## config.mk

```make
export PLATFORM = sky130hd
export DESIGN_NAME = multdiv_iter
export DESIGN_NICKNAME = d
export VERILOG_FILES = /design/src/rtl/multdiv_iter_pkg.sv /design/src/rtl/div_iter_core.sv /design/src/rtl/multdiv_iter.sv
export SDC_FILE = /design/constraint.sdc
export NUM_CORES = 2
export LEC_CHECK = 0
export CAP_MARGIN = 20
export CELL_PAD_IN_SITES_DETAIL_PLACEMENT = 1
export CELL_PAD_IN_SITES_GLOBAL_PLACEMENT = 1
export CORE_MARGIN = 8
export CORE_UTILIZATION = 46
export DETAILED_ROUTE_END_ITERATION = 8
export HOLD_SLACK_MARGIN = 0.15
export PLACE_DENSITY_LB_ADDON = 0.1
export RECOVER_POWER = 25
export REMOVE_ABC_BUFFERS = 1
export SLEW_MARGIN = 0
export SYNTH_ARGS = -nofsm -noshare
export SYNTH_HDL_FRONTEND = slang
export SYNTH_SLANG_ARGS = --single-unit
```

## constraint.sdc

```tcl
create_clock -name clk -period 8.6 [get_ports clk]
set_input_delay 1.72 -clock clk [delete_from_list [all_inputs] [get_ports clk]]
set_output_delay 1.72 -clock clk [all_outputs]
set_load 0.01 [all_outputs]
```

## src/rtl/multdiv_iter_pkg.sv

```systemverilog
// Shared definitions for the iterative multiply/divide unit.
// Holds the decoded operation type, the unit's state encoding, the fixed
// latencies seen by the reservation station, and op-class helpers.
package multdiv_iter_pkg;

    localparam int MULT_LATENCY = 3;
    localparam int DIV_LATENCY  = 34;

    typedef enum logic [3:0] {
        OP_NOP, OP_MULT, OP_MULTU, OP_MUL, OP_MADD, OP_MADDU, OP_MSUB,
        OP_MSUBU, OP_DIV, OP_DIVU, OP_MFHI, OP_MFLO, OP_MTHI, OP_MTLO
    } oper_t;

    typedef enum logic [2:0] {
        IDLE, MUL1, MUL2, DIV, FIX, DONE
    } multdiv_state_t;

    function automatic logic is_multdiv_op(oper_t op);
        case (op)
            OP_MULT, OP_MULTU, OP_MUL, OP_MADD, OP_MADDU,
            OP_MSUB, OP_MSUBU, OP_DIV, OP_DIVU: return 1'b1;
            default:                            return 1'b0;
        endcase
    endfunction

    function automatic logic is_div_op(oper_t op);
        return (op == OP_DIV) || (op == OP_DIVU);
    endfunction

    // Signed multiply flavours; OP_DIV is handled separately.
    function automatic logic is_signed_mult(oper_t op);
        return (op == OP_MULT) || (op == OP_MUL) || (op == OP_MADD) || (op == OP_MSUB);
    endfunction

endpackage

```

## src/rtl/div_iter_core.sv

```systemverilog
// Unsigned radix-2 restoring divider, one quotient bit per clock.
// Ports: start loads operands and arms the counter at W-1; abort kills a
// running division; busy is high while iterating; quot/rem are valid the
// cycle after the iteration with count==0; count is the iteration counter.
module div_iter_core #(
    parameter int W  = 32,
    parameter int CW = $clog2(W)
) (
    input  logic          clk,
    input  logic          rst_n,
    input  logic          start,
    input  logic          abort,
    input  logic [W-1:0]  dividend,
    input  logic [W-1:0]  divisor,
    output logic          busy,
    output logic [W-1:0]  quot,
    output logic [W-1:0]  rem,
    output logic [CW-1:0] count
);

    logic [W-1:0]  quot_q, rem_q, dvsr_q;
    logic [CW-1:0] cnt_q;
    logic          busy_q;
    logic [W:0]    part, diff;

    // Shift the next dividend bit into the partial remainder and trial-subtract.
    // The quotient register doubles as the dividend shift register.
    always_comb begin
        part = {rem_q, quot_q[W-1]};
        diff = part - {1'b0, dvsr_q};
    end

    always_ff @(posedge clk or negedge rst_n) begin
        if (!rst_n) begin
            quot_q <= '0;
            rem_q  <= '0;
            dvsr_q <= '0;
            cnt_q  <= '0;
            busy_q <= 1'b0;
        end else if (abort) begin
            busy_q <= 1'b0;
        end else if (start) begin
            quot_q <= dividend;
            rem_q  <= '0;
            dvsr_q <= divisor;
            cnt_q  <= CW'(W - 1);
            busy_q <= 1'b1;
        end else if (busy_q) begin
            if (!diff[W]) begin
                rem_q  <= diff[W-1:0];
                quot_q <= {quot_q[W-2:0], 1'b1};
            end else begin
                rem_q  <= part[W-1:0];
                quot_q <= {quot_q[W-2:0], 1'b0};
            end
            if (cnt_q == '0) busy_q <= 1'b0;
            else             cnt_q  <= cnt_q - 1'b1;
        end
    end

    assign busy  = busy_q;
    assign quot  = quot_q;
    assign rem   = rem_q;
    assign count = cnt_q;

endmodule

```

## src/rtl/multdiv_iter.sv

```systemverilog
// Iterative multiply/divide execution unit behind the HILO reservation station.
// Ports: clk/rst_n clock and async active-low reset; flush aborts to idle;
// req/op/reg1/reg2/hilo carry a ready station entry; ack retires the result;
// ret is the {HI,LO} result, mult_word the MUL GPR result, is_busy is high
// while a multdiv request is presented and its result is not yet ready.
module multdiv_iter
    import multdiv_iter_pkg::*;
#(
    parameter int DATA_WIDTH = 32
) (
    input  logic                    clk,
    input  logic                    rst_n,
    input  logic                    flush,
    input  logic                    req,
    input  oper_t                   op,
    input  logic [DATA_WIDTH-1:0]   reg1,
    input  logic [DATA_WIDTH-1:0]   reg2,
    input  logic [2*DATA_WIDTH-1:0] hilo,
    input  logic                    ack,
    output logic [2*DATA_WIDTH-1:0] ret,
    output logic [DATA_WIDTH-1:0]   mult_word,
    output logic                    is_busy
);

    localparam int DW = DATA_WIDTH;
    localparam int CW = $clog2(DW);

    multdiv_state_t  state_q, state_d;
    oper_t           op_q, op_d;
    logic [DW-1:0]   a_q, a_d, b_q, b_d, mw_q, mw_d;
    logic [2*DW-1:0] hilo_q, hilo_d, prod_q, prod_d, ret_q, ret_d;

    logic [2*DW-1:0] a_ext, b_ext;
    logic [DW-1:0]   a_abs, b_abs, quot_s, rem_s;
    logic            sdiv_in, sdiv_q;
    logic            div_start, div_abort, div_busy;
    logic [DW-1:0]   div_quot, div_rem;
    logic [CW-1:0]   div_cnt;

    // Operands are made non-negative before entering the unsigned core.
    assign sdiv_in = (op == OP_DIV);
    assign a_abs   = (sdiv_in && reg1[DW-1]) ? -reg1 : reg1;
    assign b_abs   = (sdiv_in && reg2[DW-1]) ? -reg2 : reg2;

    assign a_ext = is_signed_mult(op_q) ? {{DW{a_q[DW-1]}}, a_q} : {{DW{1'b0}}, a_q};
    assign b_ext = is_signed_mult(op_q) ? {{DW{b_q[DW-1]}}, b_q} : {{DW{1'b0}}, b_q};

    // Quotient is negative when operand signs differ; remainder follows the dividend.
    assign sdiv_q = (op_q == OP_DIV);
    assign quot_s = (sdiv_q && (a_q[DW-1] ^ b_q[DW-1])) ? -div_quot : div_quot;
    assign rem_s  = (sdiv_q && a_q[DW-1]) ? -div_rem : div_rem;

    // A dropped request aborts just like a flush, so the core is killed on both.
    assign div_abort = flush | ~req;

    assign is_busy = req && (state_q != DONE) && is_multdiv_op(op);

    div_iter_core #(.W(DW)) u_div (
        .clk      (clk),
        .rst_n    (rst_n),
        .start    (div_start),
        .abort    (div_abort),
        .dividend (a_abs),
        .divisor  (b_abs),
        .busy     (div_busy),
        .quot     (div_quot),
        .rem      (div_rem),
        .count    (div_cnt)
    );

    always_ff @(posedge clk or negedge rst_n) begin
        if (!rst_n) begin
            state_q <= IDLE;
            op_q    <= OP_NOP;
            a_q     <= '0;
            b_q     <= '0;
            hilo_q  <= '0;
            prod_q  <= '0;
            ret_q   <= '0;
            mw_q    <= '0;
        end else begin
            state_q <= state_d;
            op_q    <= op_d;
            a_q     <= a_d;
            b_q     <= b_d;
            hilo_q  <= hilo_d;
            prod_q  <= prod_d;
            ret_q   <= ret_d;
            mw_q    <= mw_d;
        end
    end

    always_comb begin
        state_d   = state_q;
        op_d      = op_q;
        a_d       = a_q;
        b_d       = b_q;
        hilo_d    = hilo_q;
        prod_d    = prod_q;
        ret_d     = ret_q;
        mw_d      = mw_q;
        div_start = 1'b0;
        if (flush) begin
            state_d = IDLE;
        end else begin
            case (state_q)
                IDLE: if (req && is_multdiv_op(op)) begin
                    op_d   = op;
                    a_d    = reg1;
                    b_d    = reg2;
                    hilo_d = hilo;
                    if (!is_div_op(op)) begin
                        state_d = MUL1;
                    end else if (reg2 == '0) begin
                        // Divide by zero leaves HI/LO unchanged.
                        ret_d   = hilo;
                        state_d = DONE;
                    end else begin
                        div_start = 1'b1;
                        state_d   = DIV;
                    end
                end
                MUL1: if (!req) state_d = IDLE;
                      else begin
                          prod_d  = a_ext * b_ext;
                          state_d = MUL2;
                      end
                MUL2: if (!req) state_d = IDLE;
                      else begin
                          case (op_q)
                              OP_MADD, OP_MADDU: ret_d = hilo_q + prod_q;
                              OP_MSUB, OP_MSUBU: ret_d = hilo_q - prod_q;
                              OP_MUL: begin
                                  ret_d = hilo_q;
                                  mw_d  = prod_q[DW-1:0];
                              end
                              default:           ret_d = prod_q;
                          endcase
                          state_d = DONE;
                      end
                DIV:  if (!req) state_d = IDLE;
                      else if (div_cnt == '0 || !div_busy) state_d = FIX;
                FIX:  if (!req) state_d = IDLE;
                      else begin
                          ret_d   = {rem_s, quot_s};
                          state_d = DONE;
                      end
                DONE: if (ack) state_d = IDLE;
                default: state_d = IDLE;
            endcase
        end
    end

    assign ret       = ret_q;
    assign mult_word = mw_q;

endmodule

```

==> impl_metrics.toml <==
[global_routing]
grt_max_degree = 135
track_usage_pct = 31.74
antenna_found_initial = 12
grt_pass1_wl_um = 423200
grt_pass1_vias = 68287
grt_overflow_total = 0

[clocking]
cts.clk_slew.worst_paths_ns = 0.07
h-tree-depth = 2
cts_root_buffer = "clkbuf_16"
clock_latency_ns = 0.60
ctsLongestPathBuffers = 3
cts_inserted_buffers = 42
cts_tree = "built"
cts_sinks = 397
ctsHoldBuffers = 0

[setup_path]
start_kind = "register"
cpLargestDelayFamily = "adder cells"
cp_num_buf_inv = 9
critPathMaxFanout = 7
r2r_start = "op_q[0]$_DFFE_PN0P_"
worst-r2r-setup-slack_ns = -0.50
required_ns = 9.06
crit_slowest_cell = "fa_2"
critPathMaxStageDelay_ns = 0.67
path_class = "register to register"
arrival_ns = 9.56
r2r_end = "prod_q[58]$_DFFE_PN0P_"
path_common_cell = "fa_1"
end_kind = "register"
reg2reg_depth = 32

[timing]
setup_violations = 22
fin_crit_ns = 9.101
worst_slew_pin_slew_ns = 4.525
finalClockSkew_ns = 0.03040
fin_crit_sh_pct = 105.8
finalHoldViolations = 0
setup_slack_ns = -0.5006
rsz0062_at_grt = "yes"
max_freq_ghz = 0.1099
slew_headroom_pct = -201.7
drv_slew = 340

[synth]
synth.distinct_cells = 88
syn_area_per_cell_um2 = 9.055
synth_adder_area_share_pct = 45.68
synth_edf_count = 0
synth_warnings = 0
yosys.area_share.simple_pct = 13.22
syn_area_um2 = 73660
yosys-top-cells-area = "fa_1 (39%), dfrtp_1 (13%), inv_1 (8.6%)"
synth-seq-cells = 397
synth_top_cell_by_area = "fa_1"
async_flop_share_pct = 100.0
synth_top_area_share_pct = 38.57
synth_top_family_by_area = "adder cells"
ys_seq_area_share_pct = 13.49
ys_dominant_reg_cell = "dfrtp_1"
synth_xor_area_share_pct = 4.519
synth_commonest_cells = "inv_1 (1680), fa_1 (1419), nand2_1 (1077)"
yosysMostFrequentCell = "inv_1"
synth.area.mux_share_pct = 2.837
synth_compound_area_share_pct = 9.501
synth_cells = 8134

[floorplanning]
fp.dieArea_um2 = 173200
start_util_pct = 46.08
die_y_um = 416.2
die_x_um = 416.2
coreArea_um2 = 159800
fp-row-count = 147
num_io_pins = 234

[hold_path]
worstHoldEndpoint = "ret[48]$_DFFE_PN0P_"
hold_class = "register to register"
worstHoldStart = "ret[48]$_DFFE_PN0P_"
worstHoldPathCells = 2

[cells_and_area]
fin_area_um2 = 86850
n_fill_cell = 18250
area_growth_syn_to_layout_pct = 17.91
drive_above_1_share_pct = 14.84
fin_nets = 10744

[placed_design]
io_buffers = 233
gp_congestion = 0.9915
dpl_cell_area_um2 = 83640
place_hpwl_um = 233600
place_ws_ns = -1.250

[routing]
drc_errors = 0
wl_per_cell_um = 25.54
ant_nets = 0
wirelength_um = 278200
drtIter0Drc = 4006
avgViaCountPerCell = 5.553
via_count = 60485
drt-pass1-iter-count = 5

[run_status]
violations = "max-capacitance violations, max-slew violations, negative setup slack"
status = "finished, violations left"

[job]
drv_cap = 3
-- per-layer routing --
layer / part of all wire [%] / track usage, % / up-vias
li1: - / - / 26378
met1: 43 / 43.44 / 31766
met2: 47 / 52.60 / 1917
met3: 7.0 / 4.633 / 422
met4: 3.5 / 9.285 / 2
met5: 0.0043 / 0 / -
-- worst register-to-register path: cells and delay by family, from the launching register on --
| family | cells | cell delay (ns) |
|---|---|---|
| adders and majority gates | 11 | 5.47 |
| AOI/OAI and AO/OA | 7 | 1.02 |
| buffers and inverters | 9 | 0.98 |
| and+or+nand+nor | 4 | 0.84 |
| DFF | 1 | 0.41 |
| xor gates and xnor gates | 1 | 0.24 |
-- layout by cell type (no fill, tap or decap), types with 157 or more instances in the layout --
cell / instances
inv_1: 1634
fa_1: 1356
nand2_1: 1047
buf_4: 658
ha_1: 400
dfrtp_1: 389
and2_1: 353
a21oi_1: 288
nor2_1: 266
o21ai_0: 252
clkdlybuf4s50_1: 232
xnor2_1: 223
mux2_2: 157
-- registers in the layout, indices dropped and copies added (netlist names) --
name / count
u_div.busy: 1
ret: 64
state_q: 3
a_q: 32
hilo_q: 64
u_div.quot: 32
prod_q: 64
u_div.dvsr_q: 32
b_q: 32
mult_word: 32
op_q: 4
u_div.rem: 32
u_div.count: 5
-- how the worst max path moves through the flow --
stage,start,end,depth (start not counted)
final,op_q[0]$_DFFE_PN0P_,prod_q[58]$_DFFE_PN0P_,32
after detailed placement,op_q[2]$_DFFE_PN0P_,prod_q[62]$_DFFE_PN0P_,31
after global placement,op_q[2]$_DFFE_PN0P_,prod_q[62]$_DFFE_PN0P_,34
after floorplan,op_q[2]$_DFFE_PN0P_,prod_q[60]$_DFFE_PN0P_,29
after CTS,op_q[0]$_DFFE_PN0P_,prod_q[58]$_DFFE_PN0P_,33
after global routing,op_q[0]$_DFFE_PN0P_,prod_q[60]$_DFFE_PN0P_,37
-- per-stage QoR --
stage / utilization [%] / hold WS, ns / setup TNS [ns] / std cells
2_1_floorplan: - / 0.4498 / -19.03 / 7709
3_3_place_gp: 52.33 / 0.4628 / -15.32 / 10755
3_5_place_dp: 52.33 / 0.4758 / -22.82 / 10755
4_1_cts: 53.93 / 0.4910 / -6.530 / 10865
5_1_grt: 54.33 / 0.5168 / -38.80 / 10889
6_report: 54.34 / 0.4847 / -7.485 / 10892
-- cell type report --
type                            count  area (µm²)  area share [%]
Clock buffer                       53        1174           1.351
Sequential cell                   397        9945           11.45
Antenna cell                        5       12.51         0.01441
Tap cell                         2086        2610           3.005
Inverter                         1682        6321           7.278
Multi-Input combinational cell   5630       56900           65.52
Timing Repair Buffer             1016        9574           11.02
Clock inverter                     23       311.5          0.3587
-- what timing repair did --
item                                    CTS  global route
pin swaps                               140            75
endpoints found under the setup margin   34            36
gates resized for setup                 223           107
cloned                                    2             2
buffers inserted                         32            20
-- kinds of logic after synthesis --
| logic type | after synthesis |
|---|---|
| buffers and inverters | 2107 |
| and+or+nand+nor | 2103 |
| adders and majority gates | 1838 |
| AOI/OAI and AO/OA | 1120 |
| DFF | 397 |
| xor gates and xnor gates | 380 |
| muxes | 189 |
Power is left out: the tool's default activity adds up to more than one toggle a clock period on the data nets, which glitch-free logic cannot reach.
